$ cat src/rtl/noc_link_rx_pkg.sv
`default_nettype none
// ============================================================================
// Module      : noc_link_rx_pkg
// Description : Shared NoC item geometry and the parity check used by both
//               link ends.
// Revision    : 1.0
// ============================================================================
package noc_link_rx_pkg;

    localparam int HDR_SZ  = 2;
    localparam int PL_SZ   = 32;
    localparam int ADDR_SZ = 1;
    localparam int ITEM_SZ = HDR_SZ + PL_SZ + ADDR_SZ;

    typedef logic [ITEM_SZ-1:0] item_t;
    typedef logic [ADDR_SZ-1:0] addr_t;

    // Even parity over the whole item, parity bit (MSB) included.
    function automatic logic parity_ok(input item_t item);
        return ~(^item);
    endfunction

    function automatic addr_t item_dest(input item_t item);
        return item[ADDR_SZ-1:0];
    endfunction

endpackage

`default_nettype wire

$ cat src/rtl/noc_fifo.sv
`default_nettype none
// ============================================================================
// Module      : noc_fifo
// Description : Synchronous FIFO with count; push while full is accepted only
//               when a pop happens on the same edge.
// Revision    : 1.0
// ============================================================================
module noc_fifo #(
    parameter int W     = 8,
    parameter int DEPTH = 4
) (
    input  logic                     clk,
    input  logic                     i_rst_n,
    input  logic                     i_push,
    input  logic [W-1:0]             i_data,
    input  logic                     i_pop,
    output logic [W-1:0]             o_head,
    output logic                     o_full,
    output logic                     o_empty,
    output logic [$clog2(DEPTH):0]   o_count
);

    localparam int AW = $clog2(DEPTH);
    localparam int CW = AW + 1;

    logic [W-1:0]  r_mem [DEPTH];
    logic [AW-1:0] r_wr_ptr;
    logic [AW-1:0] r_rd_ptr;
    logic [CW-1:0] r_count;

    logic          w_do_push;
    logic          w_do_pop;

    assign o_full    = (r_count == CW'(DEPTH));
    assign o_empty   = (r_count == '0);
    assign o_count   = r_count;
    assign w_do_pop  = i_pop && !o_empty;
    assign w_do_push = i_push && (!o_full || w_do_pop);

    // Head reads as zero while empty so the output is clean out of reset.
    assign o_head = o_empty ? '0 : r_mem[r_rd_ptr];

    always_ff @(posedge clk) begin
        if (w_do_push) begin
            r_mem[r_wr_ptr] <= i_data;
        end
    end

    always_ff @(posedge clk or negedge i_rst_n) begin
        if (!i_rst_n) begin
            r_wr_ptr <= '0;
            r_rd_ptr <= '0;
            r_count  <= '0;
        end else begin
            if (w_do_push) begin
                r_wr_ptr <= r_wr_ptr + AW'(1);
            end
            if (w_do_pop) begin
                r_rd_ptr <= r_rd_ptr + AW'(1);
            end
            case ({w_do_push, w_do_pop})
                2'b10:   r_count <= r_count + CW'(1);
                2'b01:   r_count <= r_count - CW'(1);
                default: r_count <= r_count;
            endcase
        end
    end

endmodule

`default_nettype wire

$ cat src/rtl/noc_link_rx.sv
`default_nettype none
// ============================================================================
// Module      : noc_link_rx
// Description : NoC link receiver: parity/destination screening, buffering,
//               back-pressure and sticky error reporting.
// Revision    : 1.0
// ============================================================================
module noc_link_rx
    import noc_link_rx_pkg::*;
#(
    parameter int DEPTH  = 4,
    parameter int CNT_SZ = 8
) (
    input  logic               clk,
    input  logic               reset,
    input  logic [ADDR_SZ-1:0] id,
    input  logic [ITEM_SZ-1:0] rx_item,
    input  logic               rx_req,
    output logic               channel_busy,
    output logic [ITEM_SZ-1:0] item_out,
    output logic               valid,
    input  logic               ni_busy,
    output logic               parity_err,
    output logic               route_err,
    output logic               ovf_err,
    output logic [CNT_SZ-1:0]  err_cnt
);

    localparam int CW = $clog2(DEPTH) + 1;

    logic              w_full;
    logic              w_empty;
    logic [CW-1:0]     w_count;
    logic              w_pop;
    logic              w_push;
    logic              w_bad_par;
    logic              w_bad_route;
    logic              w_ovf;
    logic              w_drop;

    logic              r_parity_err;
    logic              r_route_err;
    logic              r_ovf_err;
    logic [CNT_SZ-1:0] r_err_cnt;

    assign w_pop       = !w_empty && !ni_busy;

    // Classification priority: parity, then destination, then overflow.
    assign w_bad_par   = rx_req && !parity_ok(rx_item);
    assign w_bad_route = rx_req && parity_ok(rx_item) && (item_dest(rx_item) != id);
    assign w_ovf       = rx_req && parity_ok(rx_item) && (item_dest(rx_item) == id)
                         && w_full && !w_pop;
    assign w_push      = rx_req && parity_ok(rx_item) && (item_dest(rx_item) == id)
                         && !w_ovf;
    assign w_drop      = w_bad_par || w_bad_route || w_ovf;

    noc_fifo #(
        .W     (ITEM_SZ),
        .DEPTH (DEPTH)
    ) u_fifo (
        .clk     (clk),
        .i_rst_n (reset),
        .i_push  (w_push),
        .i_data  (rx_item),
        .i_pop   (w_pop),
        .o_head  (item_out),
        .o_full  (w_full),
        .o_empty (w_empty),
        .o_count (w_count)
    );

    assign valid = !w_empty;

    // One slot of slack absorbs the upstream NI's launch latency.
    assign channel_busy = (w_count >= CW'(DEPTH - 1));

    always_ff @(posedge clk or negedge reset) begin
        if (!reset) begin
            r_parity_err <= 1'b0;
            r_route_err  <= 1'b0;
            r_ovf_err    <= 1'b0;
            r_err_cnt    <= '0;
        end else begin
            if (w_bad_par) begin
                r_parity_err <= 1'b1;
            end
            if (w_bad_route) begin
                r_route_err <= 1'b1;
            end
            if (w_ovf) begin
                r_ovf_err <= 1'b1;
            end
            if (w_drop && (r_err_cnt != {CNT_SZ{1'b1}})) begin
                r_err_cnt <= r_err_cnt + CNT_SZ'(1);
            end
        end
    end

    assign parity_err = r_parity_err;
    assign route_err  = r_route_err;
    assign ovf_err    = r_ovf_err;
    assign err_cnt    = r_err_cnt;

endmodule

`default_nettype wire

$ cat config.mk
export PLATFORM = sky130hd
export DESIGN_NAME = noc_link_rx
export DESIGN_NICKNAME = d
export VERILOG_FILES = /design/src/rtl/noc_link_rx_pkg.sv /design/src/rtl/noc_fifo.sv /design/src/rtl/noc_link_rx.sv
export SDC_FILE = /design/constraint.sdc
export NUM_CORES = 1
export LEC_CHECK = 0
export CORE_AREA = 2 2 165 86
export DETAILED_ROUTE_END_ITERATION = 8
export DIE_AREA = 0 0 167 88
export PLACE_DENSITY = 0.73
export SYNTH_ARGS = -nofsm -noshare
export SYNTH_HDL_FRONTEND = slang
export SYNTH_SLANG_ARGS = --single-unit
$ cat constraint.sdc
create_clock -name clk -period 4.85 [get_ports clk]
set_clock_uncertainty 0.1 [all_clocks]
set_input_delay 0.97 -clock clk [delete_from_list [all_inputs] [get_ports clk]]
set_output_delay 0.97 -clock clk [all_outputs]
set_load 0.02 [all_outputs]
# --- After elaboration in Yosys (flattened, before gate mapping) ---
# Memory sizes are Yosys's and may differ from the RTL's.
# Index checks and enable logic that the tools add are counted.
# W data, S select, Z words.
op_classes:
  n_addsub: 5
  magnitude_cmp: 1
  n_eq_ne: 6
  muxes: 4
  bitwise: 1
  reduce_logical: 22
op_table:
  columns: ["cell", "n"]
  rows:
  - ["$mux W35", 1]
  - ["$reduce_xor A35 Y1", 1]
  - ["$logic_and A1 B1 Y1", 11]
  - ["$add A8 B1 Y8 const B", 1]
  - ["$ne A8 B8 Y1 const B", 1]
  - ["$pmux W3 S2", 1]
  - ["$logic_not A1 Y1", 5]
  - ["$add A2 B1 Y2 const B", 2]
  - ["$add A3 B1 Y3 const B", 1]
  - ["$eq A3 B3 Y1 const B", 1]
  - ["$ge A3 B2 Y1 const B", 1]
  - ["$logic_not A3 Y1", 1]
  - ["$logic_or A1 B1 Y1", 3]
  - ["$sub A3 B1 Y3 const B", 1]
  - ["$eq A2 B1 Y1 const B", 1]
  - ["$eq A2 B2 Y1 const B", 1]
  - ["$mux W1", 2]
  - ["$reduce_bool A2 Y1", 1]
  - ["$eq A1 B1 Y1", 1]
  - ["$ne A1 B1 Y1", 1]
  - ["$not A1 Y1", 1]
totals:
  reg_bits: 18
  mem_bits_rw: 140
  inputBits: 40
  out_inout_bits: 48
  word_cells: 47
  n_memories: 1
memory_table:
  columns: ["memory", "words", "width", "rd", "rd_ports_with_merged_regs", "write_ports", "line_no", "rtl"]
  rows:
  - ["u_fifo.r_mem", 4, 35, 1, 0, 1, "noc_fifo.sv:26", "logic [W-1:0] r_mem [DEPTH];"]

# --- Logic depth before layout (Yosys ltp) ---
# Gate-level depths: netlist of the first run.
depth:
  ltp_word: 11
  depth_mapped: 13
  mapped_depth_nobuf: 13

# --- Modules after synthesis ---
# From an unflattened synthesis of the first run, not the netlist that was laid out.
hier_totals:
  cells_unflattened: 347
  hier_area_um2: 6605.1
modules_own_cells:
  columns: ["module", "instances", "cells_each", "area_per_inst_um2", "seq_area_each_um2"]
  rows:
  - ["noc_fifo", 1, 261, 5719.2, 4379.2]
  - ["noc_link_rx", 1, 86, 885.8, 275.3]

# --- Worst setup path before layout of the first run ---
# OpenSTA, ideal clock, no wires.
synth_timing:
  path_kind: "input to register"
  startpoint: "input rx_item[32]"
  endpoint: "memory u_fifo.r_mem[0][0] (netlist bit) (enable)"
  setup_ps: 395
  arrival_time_ps: 3215
  t_required_ps: 4355
  path_slack_ps: 1140
  path_stages: 7
  n_path_buf: 0
  cell_sequence: "xor2_1 > xnor2_1 > xnor2_1 > xnor3_2 > xnor2_2 > nor2_2 > and2_1"
synth_between:
  elab_chain_cells: 11
synth_rtl:
  columns: ["item", "line_no", "rtl"]
  rows:
  - ["start: declaration", "noc_link_rx.sv:17", "input logic [ITEM_SZ-1:0] rx_item,"]
  - ["$reduce_xor A35 Y1 (*)", "noc_link_rx_pkg.sv:20", "return ~(^item);"]
  - ["$not A1 Y1 (*)", "noc_link_rx_pkg.sv:20", null]
  - ["$logic_and A1 B1 Y1 (*) (2 in series)", "noc_link_rx.sv:51, noc_link_rx.sv:53", null]
  - ["$logic_and A1 B1 Y1 (2 in series)", "noc_link_rx.sv:52", "&& w_full && !w_pop;"]
  - ["$logic_not A1 Y1", "noc_link_rx.sv:54", "&& !w_ovf;"]
  - ["$logic_and A1 B1 Y1 (*)", "noc_link_rx.sv:54", null]
  - ["$logic_and A1 B1 Y1 (*)", "noc_fifo.sv:38", "assign w_do_push = i_push && (!o_full || w_do_pop);"]
  - ["$mux W1 (*)", "noc_fifo.sv:44", "if (w_do_push) begin"]
  - ["$mux W1 (implied by the code) (*)", "noc_fifo.sv:45", "r_mem[r_wr_ptr] <= i_data;"]
  - ["end: declaration", "noc_fifo.sv:26", null]
# Mark *: on every way between the ends. The rest lies on a longest branch, timed or not.

# --- Worst setup path after layout of the first run ---
layout_timing:
  startpoint: "register u_fifo.r_rd_ptr[0]"
  endpoint: "output item_out[0]"
layout_between:
  elab_chain_cells: 2
layout_rtl:
  columns: ["item", "line_no", "rtl"]
  rows:
  - ["start: declaration", "noc_fifo.sv:28", "logic [AW-1:0] r_rd_ptr;"]
  - ["start signal: assignment", "noc_fifo.sv:59", "r_rd_ptr <= r_rd_ptr + AW'(1);"]
  - ["$mem_v2 Z4 W35", null, null]
  - ["$mux W35", "noc_fifo.sv:41", "assign o_head = o_empty ? '0 : r_mem[r_rd_ptr];"]
  - ["end: declaration", "noc_link_rx.sv:20", "output logic [ITEM_SZ-1:0] item_out,"]
# Every way passes these cells.

==> results of run 1 <==
==> routing by layer <==
layer,wire length (µm),part of all wire [%]
met2,5480,43
met5,0,0
met3,687,5.4
met1,6440,51
met4,29,0.23
==> stage by stage <==
stage                     area [µm²]  util, %
after floorplan                 6530        -
after global placement          7720     58.3
after detailed placement        7720     58.3
after CTS                       8310     62.7
after global routing            8310     62.7
final                           8310     62.7
==> final timing paths <==
kind,from,to,cells past startpoint
min in group asynchronous,reset,err_cnt[1]$_DFFE_PN0P_,1
hold / removal,route_err$_DFFE_PN0P_,route_err$_DFFE_PN0P_,1
setup reg to reg,u_fifo.o_count[0]$_DFFE_PN0P_,u_fifo.r_mem[1][9]$_DFFE_PP_,6
setup / recovery,u_fifo.r_rd_ptr[0]$_DFFE_PN0P_,item_out[0],4
hold reg to reg,route_err$_DFFE_PN0P_,route_err$_DFFE_PN0P_,1
max in group asynchronous,reset,u_fifo.r_rd_ptr[0]$_DFFE_PN0P_,1
==> area by class of cell <==
| type | instances | area share (%) |
|---|---|---|
| diodes | 1 | 0.0301 |
| inverters | 8 | 0.361 |
| well taps | 176 | 2.65 |
| clock inverters | 15 | 1.94 |
| clock buffers | 17 | 5.12 |
| repair buffers | 98 | 12.1 |
| multi-input cells | 164 | 21.8 |
| flip-flops and latches | 158 | 56.0 |
==> report_power, final <==
| part | internal (mW) | switching, mW | leakage, nW |
|---|---|---|---|
| Combinational | 1.05 | 0.944 | 1.11 |
| Clock | 0.692 | 0.585 | 0.283 |
| Sequential | 1.71 | 0.216 | 1.48 |
==> placed cells by master, fill, tap and decap left out, types with 8 or more instances in the layout <==
master | synthesis | layout
xor2_1 | 15 | 15
xnor2_1 | 28 | 28
nor2b_1 | 35 | 35
dfrtp_1 | 18 | 16
nor2_1 | 8 | 8
clkbuf_16 | 0 | 17
inv_1 | 8 | 8
edfxtp_1 | 140 | 140
mux4_2 | 35 | 35
clkdlybuf4s50_1 | 0 | 87
==> state kept, by name, summed over array words and instances, names as in the netlist <==
name and cells:
err_cnt 8, ovf_err 1, parity_err 1, route_err 1, u_fifo.o_count 3, u_fifo.r_mem 140, u_fifo.r_rd_ptr 2, u_fifo.r_wr_ptr 2
==> kinds of logic after synthesis <==
group	count (synthesis)	synth area share, %
AND/OR/NAND/NOR	66	5.75
AO/OA/AOI/OAI	6	0.690
flip-flops	158	71.3
adder cells (fa/ha/maj)	7	1.46
XOR/XNOR	46	6.72
buffers and inverters	19	1.15
multiplexers	39	13.0
==> flow_metrics.env, run 1 <==
export IMPL_outcome="finished clean"
export IMPL_register_area_um2=4660
export IMPL_dr_pass1_iters=4
export IMPL_synthToLayoutAreaGrowth_pct=27.3
export IMPL_cp_end_kind="output port"
export IMPL_rsz0062_at_grt="false"
export IMPL_rows=30
export IMPL_syn_inst=341
export IMPL_multi_input_area_um2=1810
export IMPL_synth_edf_count=140
export IMPL_nNetsFinal=494
export IMPL_whs_ps=360
export IMPL_place_inst=604
export IMPL_cts_sinks=158
export IMPL_grt_pass1_wl_um=20000
export IMPL_cp_slowest_cell="dfrtp_2"
export IMPL_postCtsSetupRepairBufs=0
export IMPL_layout_drive_gt1_share_pct=19.8
export IMPL_finalPower_mw=5.19
export IMPL_post_cts_resized=0
export IMPL_numPortBuffers=87
export IMPL_min_path_type="reg2reg"
export IMPL_worstPathRequired_ps=3780
export IMPL_critical_path_class="reg2out"
export IMPL_antenna_left=0
export IMPL_drt_total_wl_um=12600
export IMPL_grt_max_degree=38
export IMPL_dpl_hpwl_um=8470
export IMPL_period_needed_ps=3910
export IMPL_viasPerCell=5.27
export IMPL_stdcell_count=637
export IMPL_met2_usage_pct=26.0
export IMPL_synthFlopType="edfxtp_1"
export IMPL_synth_area_leaders="edfxtp_1 64%, mux4_2 12%, dfrtp_1 6.9%"
export IMPL_reg2reg_slack_ps=2460
export IMPL_syn_area_um2=6530
export IMPL_netlist_top_cells_count="140 x edfxtp_1, 35 x mux4_2, 35 x nor2b_1"
export IMPL_cts_path_max_buffers=2
export IMPL_leakagePower_nw=2.87
export IMPL_setup_ws_ps=937
export IMPL_ys_warn_count=0
export IMPL_num_vias=3358
export IMPL_htreeDepth=4
export IMPL_synth_fp_nets=388
export IMPL_tightest_slew_ps=905
export IMPL_avgRoutedWirePerCell_um=19.8
export IMPL_die_area_um2=14700
export IMPL_crit_family="buffers and inverters"
export IMPL_antenna_found_initial=0
export IMPL_cp_max_fo=21
export IMPL_ys_types=32
export IMPL_finalSetupViolCount=0
export IMPL_die_w_um=167
export IMPL_ctsHoldBuffers=0
export IMPL_max_stage_delay_ps=830
export IMPL_gp_congestion=0.808
export IMPL_drc=0
export IMPL_drv_slew=0
export IMPL_max_clock_freq_mhz=256
export IMPL_final_hold_violation_count=0
export IMPL_avgSynthCellArea_um2=19.2
export IMPL_top_usage_layer="met1"
export IMPL_initial_core_util_pct=49.3
export IMPL_fillers=907
export IMPL_max_cap_violations=0
export IMPL_synth_largest_area_cell="edfxtp_1"
export IMPL_grt_pass1_vias=3428
export IMPL_path_clk_slew_ps=70
export IMPL_die_y_um=88
export IMPL_cts_tree="built"
export IMPL_maxSlewHeadroom_pct=39.6
export IMPL_path_buf_inv=2
export IMPL_ys_ff_latch=158
export IMPL_yosysMostFrequentCell="edfxtp_1"
export IMPL_grt_use_total_pct=18.8
export IMPL_path_cells="buf_4, mux4_2, nor2b_1, clkdlybuf4s50_1"
export IMPL_num_io_pins=88
export IMPL_insertion_delay_ps=410
export IMPL_drtIter0Drc=359
export IMPL_grtUsageMet3_pct=4.93
export IMPL_place_ws_ps=564
export IMPL_cts_buffers=17
export IMPL_ir_drop_v=0.000408
export IMPL_post_route_period_util_pct=80.7
export IMPL_cp_start_kind="register"
export IMPL_cts_root_buffer="clkbuf_16"
export IMPL_pwr_density_cell_nw_per_um2=625
export IMPL_async_reset_ff_share_pct=11.4
export IMPL_core_area_um2=13300
export IMPL_arrival_ps=2840
export IMPL_use_met1_pct=29.9
export IMPL_yosys_area_top_type_share_pct=64.4
export IMPL_setup_tns_ps=0
export IMPL_grt_overflow=0
export IMPL_yosysSeqAreaShare_pct=71.3
No activity file was read; power rests on OpenSTA's default activity.
==> inputs of run 2 (changes only) <==
--- a/config.mk
+++ b/config.mk
@@ -5,10 +5,10 @@
 export SDC_FILE = /design/constraint.sdc
 export NUM_CORES = 1
 export LEC_CHECK = 0
-export CORE_AREA = 2 2 165 86
+export CORE_AREA = 2 2 167 87
 export DETAILED_ROUTE_END_ITERATION = 8
-export DIE_AREA = 0 0 167 88
-export PLACE_DENSITY = 0.73
+export DIE_AREA = 0 0 169 89
+export PLACE_DENSITY = 0.74
 export SYNTH_ARGS = -nofsm -noshare
 export SYNTH_HDL_FRONTEND = slang
 export SYNTH_SLANG_ARGS = --single-unit
==> constraint.sdc (replaced) <==
create_clock -name clk -period 3.4 [get_ports clk]
set_clock_uncertainty 0.1 [all_clocks]
set_input_delay 0.68 -clock clk [delete_from_list [all_inputs] [get_ports clk]]
set_output_delay 0.68 -clock clk [all_outputs]
set_load 0.02 [all_outputs]
==> run 2 against run 1 <==
Die area up 2.3%. Worst setup slack worse by 810 ps. Routed wire length decreased by 1.7%. Clock power increased by 45%. Core utilization increased by 2.2 points. Register-to-register slack got worse by 1300 ps. Critical path depth did not move. Count of clock-buffer cells in the layout is the same. Final area grew 4.9%. Global-route usage shrank 1.2 points. Critical path type unchanged. Critical endpoint is now item_out[17]. Largest cell class unchanged. Highest routed layer unchanged.
==> flow_metrics.env, run 2 (synthesis results as in run 1) <==
export IMPL_outcome="finished clean"
export IMPL_num_io_pins=88
export IMPL_r2r_start="u_fifo.o_count[0]$_DFFE_PN0P_"
export IMPL_place_inst=642
export IMPL_min_from="ovf_err$_DFFE_PN0P_"
export IMPL_largest_reg_flops=140
export IMPL_tightest_slew_ps=792
export IMPL_setup_tns_ps=0
export IMPL_cts_path_max_buffers=2
export IMPL_hold_end="ovf_err$_DFFE_PN0P_"
export IMPL_p_seq_share_pct=34.4
export IMPL_path_clk_slew_ps=70
export IMPL_drt_total_wl_um=12400
export IMPL_insertion_delay_ps=420
export IMPL_ir_drop_v=0.000459
export IMPL_grt_pass1_vias=3707
export IMPL_critical_path_class="reg2out"
export IMPL_cts_root_buffer="clkbuf_16"
export IMPL_path_cells="buf_12, mux4_2, nor2b_1, clkdlybuf4s50_1"
export IMPL_rows=30
export IMPL_reg2reg_slack_ps=1170
export IMPL_core_area_um2=13400
export IMPL_whs_ps=356
export IMPL_cts_buffers=17
export IMPL_cp_start_kind="register"
export IMPL_avgRoutedWirePerCell_um=18.4
export IMPL_fillers=916
export IMPL_post_route_util_pct=64.9
export IMPL_cp_end_kind="output port"
export IMPL_layout_drive_gt1_share_pct=27.9
export IMPL_final_cell_mix="140 x edfxtp_1, 74 x clkdlybuf4s50_1, 43 x buf_4, 35 x mux4_2, 35 x nor2b_1"
export IMPL_synthToLayoutAreaGrowth_pct=33.5
export IMPL_period_needed_ps=3280
export IMPL_max_cap_violations=0
export IMPL_clkPwrFrac_pct=24.3
export IMPL_grt_use_total_pct=17.6
export IMPL_htreeDepth=4
export IMPL_drtIter0Drc=189
export IMPL_holdPathStages=1
export IMPL_min_path_type="reg2reg"
export IMPL_diodes=0
export IMPL_final_common_cell="edfxtp_1"
export IMPL_nNetsFinal=532
export IMPL_final_hold_violation_count=0
export IMPL_num_vias=3427
export IMPL_die_y_um=89
export IMPL_netSwitchingFraction_pct=32.5
export IMPL_cp_slowest_cell="dfrtp_2"
export IMPL_top_register="u_fifo.r_mem"
export IMPL_place_ws_ps=-376
export IMPL_antenna_left=0
export IMPL_r2r_end="u_fifo.o_count[2]$_DFFE_PN0P_"
export IMPL_p_sw_mw=2.47
export IMPL_rr_worst_depth=8
export IMPL_drc=0
export IMPL_setup_ws_ps=123
export IMPL_pwr_density_cell_nw_per_um2=870
export IMPL_grt_overflow=0
export IMPL_numPortBuffers=87
export IMPL_internal_power_mw=5.12
export IMPL_dpl_hpwl_um=8050
export IMPL_comb_power_share_pct=41.3
export IMPL_max_clock_freq_mhz=305
export IMPL_grt_pass1_wl_um=19400
export IMPL_die_w_um=169
export IMPL_dr_pass1_iters=4
export IMPL_maxSlewHeadroom_pct=47.0
export IMPL_cts_tree="built"
export IMPL_finalSetupViolCount=0
export IMPL_cts_sinks=158
export IMPL_arrival_ps=2500
export IMPL_worstPathRequired_ps=2620
export IMPL_post_route_period_util_pct=96.4
export IMPL_drv_slew=0
export IMPL_antenna_found_initial=0
export IMPL_stdcell_count=674
export IMPL_grt_max_degree=34
export IMPL_cp_max_fo=22
export IMPL_die_area_um2=15000
export IMPL_initial_core_util_pct=48.6
export IMPL_postCtsSetupRepairBufs=0
export IMPL_viasPerCell=5.08
export IMPL_max_stage_delay_ps=570
export IMPL_gp_congestion=0.775
export IMPL_ctsHoldBuffers=0
export IMPL_leakagePower_nw=3.22
run 2: cell types whose count changed in the layout (fill, tap and decap cells not counted), moves of 2 or more:
cell,delta
xnor2_1,-9
inv_8,-4
dlymetal6s2s_1,+13
clkdlybuf4s50_1,-13
buf_4,+36
clkinv_8,-2
clkinvlp_4,+2
buf_12,+2
inv_6,+3
xnor2_2,+9
run 2: layer usage:
metal	part of all wire, %	global-route usage [%]	up-vias
met2	50	30.5	77
li1	-	-	1593
met5	0	0	-
met3	4.2	3.41	10
met4	1.0	6.53	0
met1	45	22.8	1747
run 2: repair_timing:
item,CTS,global route
endpoints found under the setup margin,1,1
pin swaps,1,14
resized for setup,0,25
run 2: worst max-delay path by stage:
stage                                         from                            end  slack [ps]  cells after the start
finish              u_fifo.r_rd_ptr[0]$_DFFE_PN0P_                   item_out[17]         120                      4
global route                           rx_item[33]  u_fifo.o_count[2]$_DFFE_PN0P_          -2                     14
CTS                                    rx_item[17]  u_fifo.o_count[2]$_DFFE_PN0P_           2                     14
detailed placement                     rx_item[17]  u_fifo.o_count[2]$_DFFE_PN0P_        -380                     14
global placement                       rx_item[31]  u_fifo.o_count[2]$_DFFE_PN0P_        -300                     14
floorplan                              rx_item[32]  u_fifo.o_count[2]$_DFFE_PN0P_         270                     13
run 2: cell type report:
cell class | count | area, µm² | area share (%)
Clock buffer | 17 | 425 | 4.88
Clock inverter | 15 | 150 | 1.72
Inverter | 8 | 30.0 | 0.344
Multi-Input combinational cell | 164 | 1890 | 21.7
Sequential cell | 158 | 4660 | 53.4
Tap cell | 176 | 220 | 2.53
Timing Repair Buffer | 136 | 1350 | 15.4
run 2: worst max-delay path, delay by kind of cell (launching register included):
kind                   cells  cell delay, ps
muxes                      1             540
buffers and inverters      2             800
and+or+nand+nor            1             150
DFF                        1             570
run 2: power groups by stage:
stage / logic (mW) / clock network, mW / registers [mW]
final: 3.13 / 1.85 / 2.61
after global placement: 3.14 / 0 / 2.63
after CTS: 3.17 / 1.88 / 2.61
after global routing: 3.35 / 1.95 / 2.64
after floorplan: 1.82 / 0 / 2.63
after detailed placement: 3.15 / 0 / 2.65
run 2: per-stage QoR:
stage	power [mW]	instance area [µm²]
detailed placement	5.81	8030
global route	7.95	8720
finish	7.59	8720
floorplan	4.44	6540
CTS	7.66	8610
global placement	5.77	8030
==> patch, RTL diff (settings of run 1) <==
`DEPTH` is set to 4 in 2 places; all go to 2.
--- a/src/rtl/noc_fifo.sv
+++ b/src/rtl/noc_fifo.sv
@@ -7,7 +7,7 @@
 // ============================================================================
 module noc_fifo #(
     parameter int W     = 8,
-    parameter int DEPTH = 4
+    parameter int DEPTH = 2
 ) (
     input  logic                     clk,
     input  logic                     i_rst_n,
--- a/src/rtl/noc_link_rx.sv
+++ b/src/rtl/noc_link_rx.sv
@@ -8,7 +8,7 @@
 module noc_link_rx
     import noc_link_rx_pkg::*;
 #(
-    parameter int DEPTH  = 4,
+    parameter int DEPTH  = 2,
     parameter int CNT_SZ = 8
 ) (
     input  logic               clk,
Check against the original RTL: not equivalent (a bounded check fails within 4 cycles, from zero or initial values and one cycle with reset low).
==> patch against run 1 <==
Non-clock buffer count fell by 9. Area after synthesis is 43% lower. Setup slack gained 0.061 ns. Cell count down 18%. Wire length down 36%. Synthesized cell count is 26% lower. Final area shrank 39%. Power is 38% lower. Utilization fell by 24 points. Die area unchanged. Sequential cell count shrank 73.
==> patch: results (changes against run 1) <==
[synthesis]
syn_nets=296  ; -24%
synth_edf_count=70  ; -50%
netlist_instances=251  ; -26%
ys_seq_area_share_pct=66.8  ; -4.5 points
ys_top_cells_by_area=edfxtp_1 57%, dfrtp_1 10%, mux2i_1 9.4%
ys_types=31  ; -3.1%
synthArstFlopShare_pct=17.6  ; +6.3 points

[sta]
slew_headroom_pct=27.5  ; -12 points
whs_ns=0.375  ; +0.0152 ns
finalCriticalPeriod_ns=3.85  ; -0.0606 ns

[final_layout]
nNetsFinal=388  ; -21%
final_cells=524  ; -18%
antennaDiodeCount=0  ; -1
largest_reg_flops=70  ; -50%

[power]
ir_drop_mv=0.252  ; -38%

[clock_tree]
cts_made_buffers=9  ; -8
clk_latency_ns=0.33  ; -0.08 ns

[place]
dp.cells=508  ; -16%
place_area_sq_um=4820  ; -38%
pre_cts_slack_ns=0.665  ; +0.101 ns
hpwl_mm=5.71  ; -33%
gp_congestion=0.750  ; -7.2%

[global_routing]
track_usage_pct=11.6  ; -7.2 points
grt_pass1_wl_mm=12.7  ; -37%
grt_pass1_vias=2387  ; -30%

[critical_path]
r2r-end=u_fifo.r_mem[1][30]
rrSetupSlack_ns=1.71  ; -0.75 ns
r2r_cells=8  ; +2

[drt]
via_per_inst=4.23  ; -20%

[status]
status=complete, no violations

[hold_path]
min_to=u_fifo.o_count[0]

==> patch: worst max-delay path by stage <==
| stage | start | end | cells past startpoint |
|---|---|---|---|
| final | rx_item[34] | u_fifo.r_mem[1][30] | 9 |
| after global routing | rx_item[32] | u_fifo.r_mem[1][31] | 9 |
| after CTS | rx_item[32] | u_fifo.r_mem[1][24] | 9 |
| after detailed placement | rx_item[32] | u_fifo.r_mem[1][28] | 9 |
| after global placement | rx_item[32] | u_fifo.r_mem[1][31] | 9 |
| after floorplan | rx_item[32] | u_fifo.r_mem[0][0] | 6 |
==> patch: cell type report <==
type,instances,area (sq um)
fillers,1269,8150
flip-flops and latches,85,2480
multi-input cells,150,1190
repair buffers,89,898
clock buffers,10,229
well taps,176,220
clock inverters,6,53.8
inverters,8,30.0
==> patch: critical path: stages <==
cell and delay [ns]:
clkdlybuf4s50_1 0.53, xor2_1 0.21, xnor2_1 0.11, xnor2_1 0.26, xnor3_2 0.52, xnor2_2 0.21
nor2_1 0.23, and2_2 0.49, buf_12 0.23
==> patch: cell families (layout without fill, tap and decap cells) <==
| logic type | after synthesis | in the layout | synth area share, % |
|---|---|---|---|
| AOI/OAI and AO/OA | 8 | 8 | 1.75 |
| xor gates and xnor gates | 43 | 43 | 11.1 |
| adders and majority gates | 5 | 5 | 1.69 |
| buffers and inverters | 16 | 113 | 1.62 |
| DFF | 85 | 85 | 66.8 |
| muxes | 37 | 37 | 10.2 |
| and+or+nand+nor | 57 | 57 | 6.81 |
==> patch: per-layer routing <==
layer	global-route usage [%]	routed length (um)	vias to the layer above
li1	-	-	1069
met4	3.06	76	0
met2	17.9	3580	71
met3	5.51	679	8
met1	14.9	3810	1067
met5	0	0	-
==> patch: power by group <==
part | switching, W | internal [W]
registers | 0.000149 | 0.000976
logic | 0.000752 | 0.000692
clock network | 0.000261 | 0.000393
